### src/rtl/spi_byte_engine.sv
// spi_byte_engine: SPI mode-0 master that shifts one byte out on MOSI and one in from MISO per request
module spi_byte_engine #(
    parameter int HALF_PERIOD = 4,
    parameter int CNT_W       = 8
) (
    input  logic       CLK,
    input  logic       RST,
    input  logic       getByte,
    input  logic [7:0] sndData,
    input  logic       MISO,
    output logic       BUSY,
    output logic [7:0] RxData,
    output logic       SCLK,
    output logic       MOSI
);
    typedef enum logic [1:0] {IDLE, SETUP, HIGH} state_t;
    localparam logic [CNT_W-1:0] LAST = CNT_W'(HALF_PERIOD - 1);
    state_t state, state_nx;
    logic [CNT_W-1:0] cnt, cnt_nx;
    logic [2:0] bits, bits_nx;
    logic [6:0] tx, tx_nx;
    logic [7:0] rx, rx_nx, rx_data_nx;
    logic busy_nx, sclk_nx, mosi_nx;
    // The accepting edge loads the byte and counts as the first SCLK-low cycle, so BUSY spans 16 half-periods
    always_comb begin
        state_nx   = state;
        cnt_nx     = cnt;
        bits_nx    = bits;
        tx_nx      = tx;
        rx_nx      = rx;
        rx_data_nx = RxData;
        busy_nx    = BUSY;
        sclk_nx    = SCLK;
        mosi_nx    = MOSI;
        case (state)
            IDLE: if (getByte) begin
                state_nx = SETUP;
                tx_nx    = sndData[6:0];
                mosi_nx  = sndData[7];
                busy_nx  = 1'b1;
                cnt_nx   = '0;
                bits_nx  = '0;
            end
            SETUP: if (cnt == LAST) begin
                cnt_nx   = '0;
                sclk_nx  = 1'b1;
                rx_nx    = {rx[6:0], MISO};
                state_nx = HIGH;
            end else cnt_nx = cnt + 1'b1;
            HIGH: if (cnt == LAST) begin
                cnt_nx  = '0;
                sclk_nx = 1'b0;
                if (bits == 3'd7) begin
                    mosi_nx    = 1'b0;
                    rx_data_nx = rx;
                    busy_nx    = 1'b0;
                    state_nx   = IDLE;
                end else begin
                    tx_nx    = {tx[5:0], 1'b0};
                    mosi_nx  = tx[6];
                    bits_nx  = bits + 3'd1;
                    state_nx = SETUP;
                end
            end else cnt_nx = cnt + 1'b1;
            default: state_nx = IDLE;
        endcase
    end
    // All state and outputs are registered; reset drops everything at once, discarding any partial byte
    always_ff @(posedge CLK or negedge RST) begin
        if (!RST) begin
            state  <= IDLE;
            cnt    <= '0;
            bits   <= '0;
            tx     <= '0;
            rx     <= '0;
            RxData <= '0;
            BUSY   <= 1'b0;
            SCLK   <= 1'b0;
            MOSI   <= 1'b0;
        end else begin
            state  <= state_nx;
            cnt    <= cnt_nx;
            bits   <= bits_nx;
            tx     <= tx_nx;
            rx     <= rx_nx;
            RxData <= rx_data_nx;
            BUSY   <= busy_nx;
            SCLK   <= sclk_nx;
            MOSI   <= mosi_nx;
        end
    end
endmodule

### config.mk
export PLATFORM = sky130hd
export DESIGN_NAME = spi_byte_engine
export DESIGN_NICKNAME = d
export VERILOG_FILES = /design/src/rtl/spi_byte_engine.sv
export SDC_FILE = /design/constraint.sdc
export NUM_CORES = 1
export LEC_CHECK = 0
export ABC_CLOCK_PERIOD_IN_PS = 2900
export CAP_MARGIN = 20
export CORE_MARGIN = 2
export CORE_UTILIZATION = 45
export CTS_BUF_LIST = sky130_fd_sc_hd__clkbuf_4
export DETAILED_ROUTE_END_ITERATION = 10
export MAX_ROUTING_LAYER = met4
export PLACE_DENSITY = 0.67
export SYNTH_ARGS = -nofsm -noshare
export SYNTH_HDL_FRONTEND = slang
export SYNTH_SLANG_ARGS = --single-unit
### constraint.sdc
create_clock -name CLK -period 2.9 [get_ports CLK]
set_clock_uncertainty 0.1 [all_clocks]
set_input_delay 0.435 -clock CLK [delete_from_list [all_inputs] [get_ports CLK]]
set_output_delay 0.435 -clock CLK [all_outputs]
set_load 0.1 [all_outputs]
==> run summary, run 1 <==
The flow ran to the end, and the final reports show no timing, DRC or antenna violations. Clock latency on the worst-skew pair, taken at its later pin, is 0.35 ns. The run gives 0.0003504 V as the highest ir drop seen on vdd.

The run gives 2140 um2 as the final cell area excluding filler cells. The congestion estimate from routability-driven global placement came to 0.8647. The worst-margin pin slew came out at 0.8341 ns. The most used flip-flop cell after synthesis is dfrtp_1.

Setup repair after global routing left no endpoint under its margin. The number of flops mapped to enable cells by yosys was 0; the number of antenna violations at the first check in global routing was 0. The share of the cycle needed by the critical path after routing is 0.8578, and the maximum clock rate is 402.0 MHz. Leaving out fill and tap cells, the most frequent cell in the layout is dfrtp_1. Clock tree root driver cell: clkbuf_4. Along the worst path, the maximum fanout reaches 8. The worst setup path is of the reg -> reg kind. The tool flagged a number of max-cap violations equal to 0.

The sequential share of the synthesized area is 0.5221, and the worst-case headroom to the max-slew limit is 0.4439. Measured in cells, the most critical reg-to-reg path has a length of 5. The total setup buffers inserted after CTS is 0. In this run the critical register-to-register path is captured at RxData[4]. The number of global-route vias before repair was 1316. For the total congestion overflow, the log shows 0. The run gives 2596 um as the half-perimeter wire length of the detailed placement result. The worst setup path is captured at a flop. Before antenna repair, the detailed router went through 4 iterations.

For this design the ratio of total power to cell area is 792.1 nW/um2. The ratio of cells with drive above 1 in the final layout came out at 0.2205. The post-cts sizing count came out at 0. The tools report the total track usage as 0.1860. The synthesized design contains 39 register bits. The H-tree level count is 2.

The floorplan has 23 rows. The tools report the count of endpoints failing setup in the final report as 0. The final-stage net count is 214.

The post-route core utilization was 0.5349. Port buffering added 22 buffers. The die extent in x came out at 68.45 um. The number of hold-repair buffers added at the cts stage came out at 0.

The clock-pin transition on the worst setup and hold timing paths was 0.12 ns. The starting utilization of the core area was 0.4673; the total design power was 1.695 mW. For this run, design rule violations remaining after detail routing come to 0.

The setup total negative slack is 0 ns. The library cells used most frequently in the layout, excluding fill and tap cells, are dfrtp_1, nor2_1, mux2_2. The async set-reset flop share out of synthesis was 1.000; the detail-routed net length per standard cell was 14.62 um. The element type at the critical path start was a flop.

Launch instance of the worst register-to-register path: cnt[0]. The number of instances in the synthesized netlist came out at 172. 23 I/O pins were placed.

For the maximum root-to-sink buffer count, the log shows 2. STA puts the critical path data required time at 3.04 ns. TritonCTS built the clock tree. Using the TritonRoute via totals, the vias-per-cell ratio works out to 5.461.

For flop-to-flop paths, the worst setup slack is 0.41 ns. The analysis attributes to cell leakage a power of 0.9704 nW. The tools report the number of endpoints with negative hold slack in the final report as 0. The area of the die was 4685 um2; the height of the chip was 68.45 um. The first routing iteration left 51 violations.

The logs give 1869 um2 for the netlist area before placement and 0 for the number of warning messages in the yosys log. The worst hold path belongs to the class in -> async. The number of nets with antenna violations after detailed routing came out at 0.

The final layout contains routed wiring with a total length of 3582 um. The first global-routing pass estimated 6085 um of wire. The core region is 4000 um2. The run gives 192 as the post-synth net total. The number of antenna diodes is 0, and the number of vias in the routed layout is 1338. Entering global routing, the biggest net connects 40 pins.

The arrival time of data at the critical path endpoint came out at 2.63 ns. The total count of max-transition violations in the final report was 0; the clock sink count was 39. Relative to the synthesized area, the layout overhead comes to 14.46%. The netlist uses 36 different library cells. The instance area after placement is 2082 um2, and the time the worst path needs with I/O delays and setup is 2.488 ns. Averaged over all synthesized cells, the footprint is 10.87 um2. The total CTS buffers came out at 5.
per-layer routing:
layer  part of all wire  global-route usage  wire length (um)  vias up
met3              0.064             0.05921               229        5
met5                  0                   -                 0        -
met4              0.015             0.07000                53        0
met1               0.44              0.2170              1568      642
li1                   -                   -                 -      657
met2               0.48              0.2993              1730       34
cell usage after synthesis (4+ instances only):
| cell | instances | area share |
|---|---|---|
| ha_1 | 8 | 0.054 |
| nand2b_1 | 4 | 0.013 |
| inv_1 | 4 | 0.0080 |
| o22ai_1 | 8 | 0.027 |
| nand2_1 | 7 | 0.014 |
| clkbuf_1 | 4 | 0.0080 |
| a21oi_1 | 7 | 0.019 |
| nand3_1 | 7 | 0.019 |
| nor2_1 | 19 | 0.038 |
| mux2_2 | 16 | 0.096 |
| dfrtp_1 | 39 | 0.52 |
| o21ai_0 | 9 | 0.024 |
| xnor2_1 | 5 | 0.023 |
| nor3_1 | 9 | 0.024 |
stage by stage:
step / hold slack (ns) / std cells / worst slack (ns)
finish: 0.06711 / 245 / 0.4124
global route: 0.1158 / 245 / 0.2389
CTS: 0.08368 / 245 / 0.3939
detailed placement: 0.3803 / 237 / 0.4111
global placement: 0.3780 / 237 / 0.4988
floorplan: 0.03941 / 172 / 0.7048
worst max-delay path by stage:
stage | from | to | slack [ns] | cells after the start
global placement | cnt[0] | RxData[0] | 0.50 | 5
detailed placement | cnt[0] | RxData[4] | 0.41 | 5
CTS | cnt[0] | RxData[4] | 0.39 | 5
global route | cnt[0] | RxData[4] | 0.24 | 5
finish | cnt[0] | RxData[4] | 0.41 | 5
floorplan | state[0] | tx[1] | 0.70 | 9
flip-flops by register name, indices dropped and copies added (netlist names):
name and flops:
RxData 8, bits 3, SCLK 1, tx 7
rx 8, MOSI 1, BUSY 1, state 2
cnt 8
final cells by class:
class / count / area [um2]
multi-input combinational: 122 / 840.8
clock buffer: 6 / 45.04
fill: 362 / 1861
inverter: 4 / 15.01
sequential: 39 / 975.9
tap: 50 / 62.56
timing repair buffer: 22 / 187.7
clock inverter: 2 / 12.51
worst max-delay path, stage by stage, from the launching register on:
cell	delay, ns
dfrtp_1	0.44
ha_1	0.19
or3b_2	0.50
nor2_1	0.31
and3_1	0.44
mux2_2	0.39
power by group:
group | switching, mW | internal, mW | leakage [nW] | total (mW)
registers | 0.0934 | 0.658 | 0.507 | 0.752
logic | 0.415 | 0.248 | 0.432 | 0.663
clock network | 0.177 | 0.103 | 0.0317 | 0.280
total | 0.686 | 1.01 | 0.970 | 1.69
logic make-up (layout without fill, tap and decap cells):
| group | Yosys count | in the layout | share of synthesized area |
|---|---|---|---|
| AOI/OAI and AO/OA | 31 | 31 | 0.09706 |
| xor gates and xnor gates | 5 | 5 | 0.02343 |
| and+or+nand+nor | 60 | 60 | 0.1680 |
| adders and majority gates | 8 | 8 | 0.05355 |
| DFF | 39 | 39 | 0.5221 |
| buffers and inverters | 11 | 34 | 0.02811 |
| muxes | 18 | 18 | 0.1078 |
No activity file was read; power rests on OpenSTA's default activity.
==> inputs of run 2 (changes only) <==
- CORE_UTILIZATION: 45 -> 50
- PLACE_DENSITY: 0.67 -> 0.73
==> run 2 against run 1 <==
First-iteration DRC count increased by 20%; sequential cell count did not move; total power decreased by 1.3%; sequential share of layout area increased by 0.30 points; via count grew 0.97%; critical path type unchanged; critical endpoint is now RxData[0]; largest power group unchanged.
==> run summary, run 2 (synthesis gave the netlist of run 1 again) <==
The tools report the highest ir drop seen on vdd as 0.0004164 V (+19%). The path class of the tightest hold or removal check is in -> async. For the pin count of the biggest net entering global routing, the log shows 40 (unchanged). The post-cts sizing count was 0 (unchanged); the wire length of the first global-routing pass was 6265 um (+3.0%). For the setup total negative slack, the log shows 0 ns (unchanged). The die extent in x is 65.15 um (-4.8%). Net switching power: 0.6795 mW (-0.94%). The number of buffers added on ports is 22 (unchanged). The largest individual stage delay along the critical path comes from the cell or3b_2. The run gives 0.9672 nW (-0.33%) as the leakage power figure. The worst setup path is launched from a flop.

The run gives 0.9926 mW (-1.6%) as the internal cell power. For the number of antenna violations at the first check in global routing, the log shows 0 (unchanged). The detail-routed net length per standard cell was 14.53 um (-0.60%); the area of the die was 4244 um2 (-9.4%).

The tools report the H-tree level count as 2 (unchanged). The final cell area excluding filler cells is 2126 um2 (-0.64%). The largest driver fanout on the critical path was 8 (unchanged); the ratio of cells with drive above 1 in the final layout was 0.2113 (-0.009173). The worst-margin pin slew is 0.8266 ns (-0.007550 ns). The critical path is of the reg -> reg type. The tools report the number of endpoints with negative hold slack in the final report as 0 (unchanged). The largest registers in the layout are RxData x8, cnt x8, rx x8.

For the maximum root-to-sink buffer count, the log shows 2 (unchanged). The tools report the arrival time of data at the critical path endpoint as 2.65 ns (+0.02 ns). Count of endpoints failing setup in the final report: 0 (unchanged).

The height of the chip works out to 65.15 um (-4.8%). The tools report the count of TritonRoute iterations in the first routing pass as 4 (unchanged). The starting utilization of the core area was 0.5145 (+0.04715); the total CTS buffers was 5 (unchanged).

Grouping stages by cell kind, the critical path spends the most delay in simple AND/OR/NAND/NOR gates. The per-cell via count in the routed design was 5.583 (+2.2%). Share of the cycle needed by the critical path after routing: 0.8675 (+0.009684). For the number of vias in the routed layout, the log shows 1351 (+0.97%). TritonCTS built the clock tree.

The post-synthesis to final-layout area growth came out at 13.72%. The delay of the slowest cell on the worst path was 0.50 ns (about the same). The time the worst path needs with I/O delays and setup was 2.516 ns (+0.02808 ns); the half-perimeter wire length of the detailed placement result was 2541 um (-2.1%).

The tools report the post-route core utilization as 0.5851 (+0.05018). The total track usage is 0.2004 (+0.01441), and the data required time of the critical path is 3.04 ns (about the same). The buffers plus inverters on the worst setup path works out to 0 (unchanged).

STA classifies the critical path endpoint as a flop. For the part of the power in registers, the log shows 0.450 (+0.006). In the layout the commonest cells are dfrtp_1, nor2_1, mux2_2. The run gives 0.151 (-0.014) as the part of the total power dissipated in the clock network. The logs give 235 (-0.84%) for the count of placed standard cells including taps and 0 (unchanged) for the number of antenna diodes.

The clock-pin transition on the worst setup and hold timing paths works out to 0.11 ns (about the same). For the total congestion overflow, the log shows 0 (unchanged). The library cell used most frequently in the layout, excluding fill and tap cells, is dfrtp_1. The worst-skew pair later-pin latency was 0.34 ns (about the same); the clock sink count was 39 (unchanged). The critical path goes through ha_1 -> or3b_2 -> nor2_1 -> and3_1 -> mux2_2. The logs give 214 (unchanged) for the final-stage net count and 2079 um2 (-0.12%) for the instance area after placement.

The number of hold-repair buffers added at the cts stage is 0 (unchanged), and the DRC violation count after routing is 0 (unchanged). The power per unit of standard cell area was 786.6 nW/um2 (-0.70%); the floorplan row count was 22 (-4.3%). The run gives 0 (unchanged) as the count of maximum capacitance violations.

The number of global-route vias before repair came out at 1364 (+3.6%). The number of ports placed on the die boundary is 23 (unchanged). Setup repair after global routing left no endpoint under its margin. For the proportion of power drawn by combinational gates, the log shows 0.399 (+0.008). The DRC violation total after the first TritonRoute iteration was 61 (+20%). The total setup buffers inserted after CTS came out at 0 (unchanged). The number of nets with antenna violations after detailed routing is 0 (unchanged), and the maximum clock rate is 397.5 MHz (-1.1%). The final wirelength is 3517 um (-1.8%). The logs give 0 (unchanged) for the total count of max-transition violations in the final report and 0.4489 (+0.005033) for the worst-case headroom to the max-slew limit. Final non-filler cell total: 242 (-1.2%). The total design power is 1.672 mW (-1.3%). Clock tree synthesis selected as its root buffer the cell clkbuf_4.

The area of the core region was 3633 um2 (-9.2%). The flow ran to the end, and the final reports show no timing, DRC or antenna violations. The switching share of power was 0.4064 (+0.001623); the routability-driven placement congestion ratio was 0.7641 (-12%).
## run 2: changes by cell type in the layout (fill, tap and decap cells not counted)
cell,delta
clkbuf_4,-1
clkinvlp_4,-1
clkinv_1,+1
## run 2: worst paths after layout
kind | depth (start not counted) | from | end | slack [ns]
max reg2reg | 5 | cnt[0] | RxData[0] | 0.38
min | 1 | RST | rx[7] | 0.08
max | 5 | cnt[0] | RxData[0] | 0.38
min in group CLK | 1 | RxData[2] | RxData[2] | 0.42
min reg2reg | 1 | RxData[2] | RxData[2] | 0.42
max in group asynchronous | 1 | RST | cnt[5] | 2.10
## run 2: worst reg2reg max path, delay by kind of cell (launching register included)
| kind | cells | cell delay [ns] |
|---|---|---|
| muxes | 1 | 0.38 |
| and+or+nand+nor | 3 | 1.31 |
| adders and majority gates | 1 | 0.18 |
| DFF | 1 | 0.44 |
## run 2: metrics by stage
stage | worst slack [ns] | hold slack, ns
after global routing | 0.1802 | 0.1328
after floorplan | 0.7048 | 0.03941
after global placement | 0.4956 | 0.3771
after detailed placement | 0.3824 | 0.3838
final | 0.3843 | 0.08127
after CTS | 0.3587 | 0.1063
## run 2: area by class of cell
cell class | instances | area (um2)
Sequential cell | 39 | 975.9
Multi-Input combinational cell | 122 | 840.8
Timing Repair Buffer | 22 | 187.7
Inverter | 4 | 15.01
Tap cell | 48 | 60.06
Fill cell | 327 | 1508
Clock inverter | 2 | 8.758
Clock buffer | 5 | 37.54
## run 2: per-layer routing
layer	track usage	vias up	routed length [um]
met5	-	-	0
met4	0.07552	0	40
met3	0.05308	6	157
met2	0.3363	33	1836
met1	0.2331	662	1484
li1	-	650	-
## run 2: power by group through the flow
stage          combinational (mW)  sequential (mW)  clock, mW
3_5_place_dp                0.669            0.763          0
6_report                    0.667            0.753      0.252
3_3_place_gp                0.636            0.756          0
4_1_cts                     0.673            0.752      0.266
2_1_floorplan               0.432            0.833          0
5_1_grt                     0.746            0.770      0.296
==> inputs of run 3 (changes only) <==
- CELL_PAD_IN_SITES_DETAIL_PLACEMENT: not set -> 2
- CELL_PAD_IN_SITES_GLOBAL_PLACEMENT: not set -> 2
- CORE_UTILIZATION: 50 -> 37
- PLACE_DENSITY: 0.73 -> not set
- PLACE_DENSITY_LB_ADDON: not set -> 0.1
==> run 3 against run 2 <==
Design area increased by 1.5%; die area increased by 33%; sequential cell count unchanged; maximum frequency increased by 8.7%; largest cell class unchanged.
==> run summary, run 3 (synthesis gave the netlist of run 1 again) <==
Type of the worst setup path: reg -> reg. Instance area after placement: 2111 um2 (+1.5%). Count of filler cells inserted in the layout: 526 (+61%). The share of the cycle needed by the critical path after routing works out to 0.7983 (-0.06917).

The arrival time of data at the critical path endpoint was 2.45 ns (-0.20 ns). The tools report the worst-skew pair later-pin latency as 0.35 ns (about the same). The library cells used most frequently in the layout, excluding fill and tap cells, are dfrtp_1, nor2_1, mux2_2.

The root buffer cell chosen for the clock tree is clkbuf_4. The die extent in x works out to 75.08 um (+15%). The run gives 23 (unchanged) as the number of ports placed on the die boundary. The H-tree level count came out at 2 (unchanged). The class of the most critical hold timing path was in -> async.

The run gives 0.3906 (-0.1239) as the starting utilization of the core area. TritonCTS built the clock tree. Wire length of the first global-routing pass: 7534 um (+20%). The half-perimeter wire length of the detailed placement result was 3232 um (+27%); the DRC violation total after the first TritonRoute iteration was 74 (+21%). The total CTS buffers is 5 (unchanged), and the data required time of the critical path is 3.04 ns (about the same). The worst hold slack is 0.09156 ns (+0.01029 ns), and the final-stage net count is 215 (+0.47%). The largest driver fanout on the critical path is 8 (unchanged). The DRC violation count after routing is 0 (unchanged).

Setup repair after global routing left no endpoint under its margin. The logs give 0.4507 (-0.1343) for the post-route core utilization and 0.4050 (-0.04389) for the worst-case headroom to the max-slew limit. The number of vias in the routed layout came out at 1387 (+2.7%). The count of TritonRoute iterations in the first routing pass came out at 4 (unchanged). The tools report the count of maximum capacitance violations as 0 (unchanged).

The time the worst path needs with I/O delays and setup was 2.315 ns (-0.2006 ns); the final cell area excluding filler cells was 2157 um2 (+1.5%). The number of global-route vias before repair was 1546 (+13%). The library cell used most frequently in the layout, excluding fill and tap cells, is dfrtp_1. The number of nets with antenna violations after detailed routing came out at 0 (unchanged). Clock sink count: 39 (unchanged). The total track usage is 0.1876 (-0.01283), and the detail-routed net length per standard cell is 17.18 um (+18%).

Maximum clock rate: 431.9 MHz (+8.7%). Worst-margin pin slew: 0.8924 ns (+0.06584 ns). The final wirelength is 4500 um (+28%), and the clock-pin transition on the worst setup and hold timing paths is 0.12 ns (about the same).

The tools report the maximum root-to-sink buffer count as 2 (unchanged). The run gives 0 (unchanged) as the number of endpoints with negative hold slack in the final report. The highest ir drop seen on vdd is 0.0003401 V (-18%), and the number of antenna violations at the first check in global routing is 0 (unchanged). Total setup buffers inserted after CTS: 0 (unchanged). STA classifies the critical path startpoint as a flop.

Total congestion overflow: 0 (unchanged). The run gives 0 (unchanged) as the number of hold-repair buffers added at the cts stage. The area of the die was 5637 um2 (+33%); the total design power was 1.718 mW (+2.7%). The number of buffers added on ports came out at 22 (unchanged). The height of the chip works out to 75.08 um (+15%). The run gives 0 (unchanged) as the number of antenna diodes.

The flow ran to the end, and the final reports show no timing, DRC or antenna violations. The tools report the leakage power figure as 0.9726 nW (+0.56%). Per-cell via count in the routed design: 5.294 (-5.2%). The floorplan row count came out at 25 (+14%). The power per unit of standard cell area was 796.3 nW/um2 (+1.2%).

The post-cts sizing count was 0 (unchanged). The total count of max-transition violations in the final report was 0 (unchanged); the routability-driven placement congestion ratio was 0.7633 (-0.10%). The count of endpoints failing setup in the final report is 0 (unchanged), and the setup total negative slack is 0 ns (unchanged).

The ratio of cells with drive above 1 in the final layout came out at 0.2154 (+0.004044). The worst setup path is captured at a flop. The largest registers in the layout are RxData x8, cnt x8, rx x8.

The run gives 4786 um2 (+32%) as the area of the core region. The area growth from synthesis to layout is 15.39%. The tools report the pin count of the biggest net entering global routing as 40 (unchanged).
## run 3: changes by cell type in the layout (fill, tap and decap cells not counted), sizes merged
cell  before  now
buf       12   13
## run 3: power by group
group          switching (mW)  internal [mW]
Combinational           0.444          0.252
Sequential              0.100          0.658
Clock                   0.176         0.0860
Total                   0.721          0.997
## run 3: path summary, 6_finish.rpt
path | from | endpoint | slack, ns | cells after the start
worst max-delay path | cnt[0] | RxData[5] | 0.58 | 5
worst min register to register | RxData[2] | RxData[2] | 0.41 | 1
worst max register to register | cnt[0] | RxData[5] | 0.58 | 5
max in group asynchronous | RST | RxData[2] | 2.04 | 1
min in group CLK | RxData[2] | RxData[2] | 0.41 | 1
worst min-delay path | RST | cnt[3] | 0.09 | 1
## run 3: area by class of cell
cell class,instances,area (um2),area share
Multi-Input combinational cell,122,840.8,0.3898
Tap cell,67,83.83,0.03886
Inverter,4,15.01,0.006961
Timing Repair Buffer,23,195.2,0.09049
Sequential cell,39,975.9,0.4524
Clock inverter,2,8.758,0.004060
Clock buffer,5,37.54,0.01740
## run 3: metrics by stage
step,worst slack (ns),instances
after global placement,0.5515,255
after detailed placement,0.5445,255
after CTS,0.5782,262
after global routing,0.3314,262
final,0.5849,262
after floorplan,0.7048,172
## run 3: critical path, stage by stage (launching register included)
cell	delay, ns
dfrtp_1	0.45
ha_1	0.20
or3b_2	0.52
nor2_1	0.14
and3_1	0.41
mux2_2	0.39
## run 3: layer usage
layer | track usage | up-vias | share of wire
li1 | - | 650 | -
met1 | 0.2207 | 710 | 0.43
met2 | 0.3148 | 21 | 0.53
met3 | 0.05087 | 6 | 0.034
met4 | 0.05357 | 0 | 0.012
met5 | - | - | 0
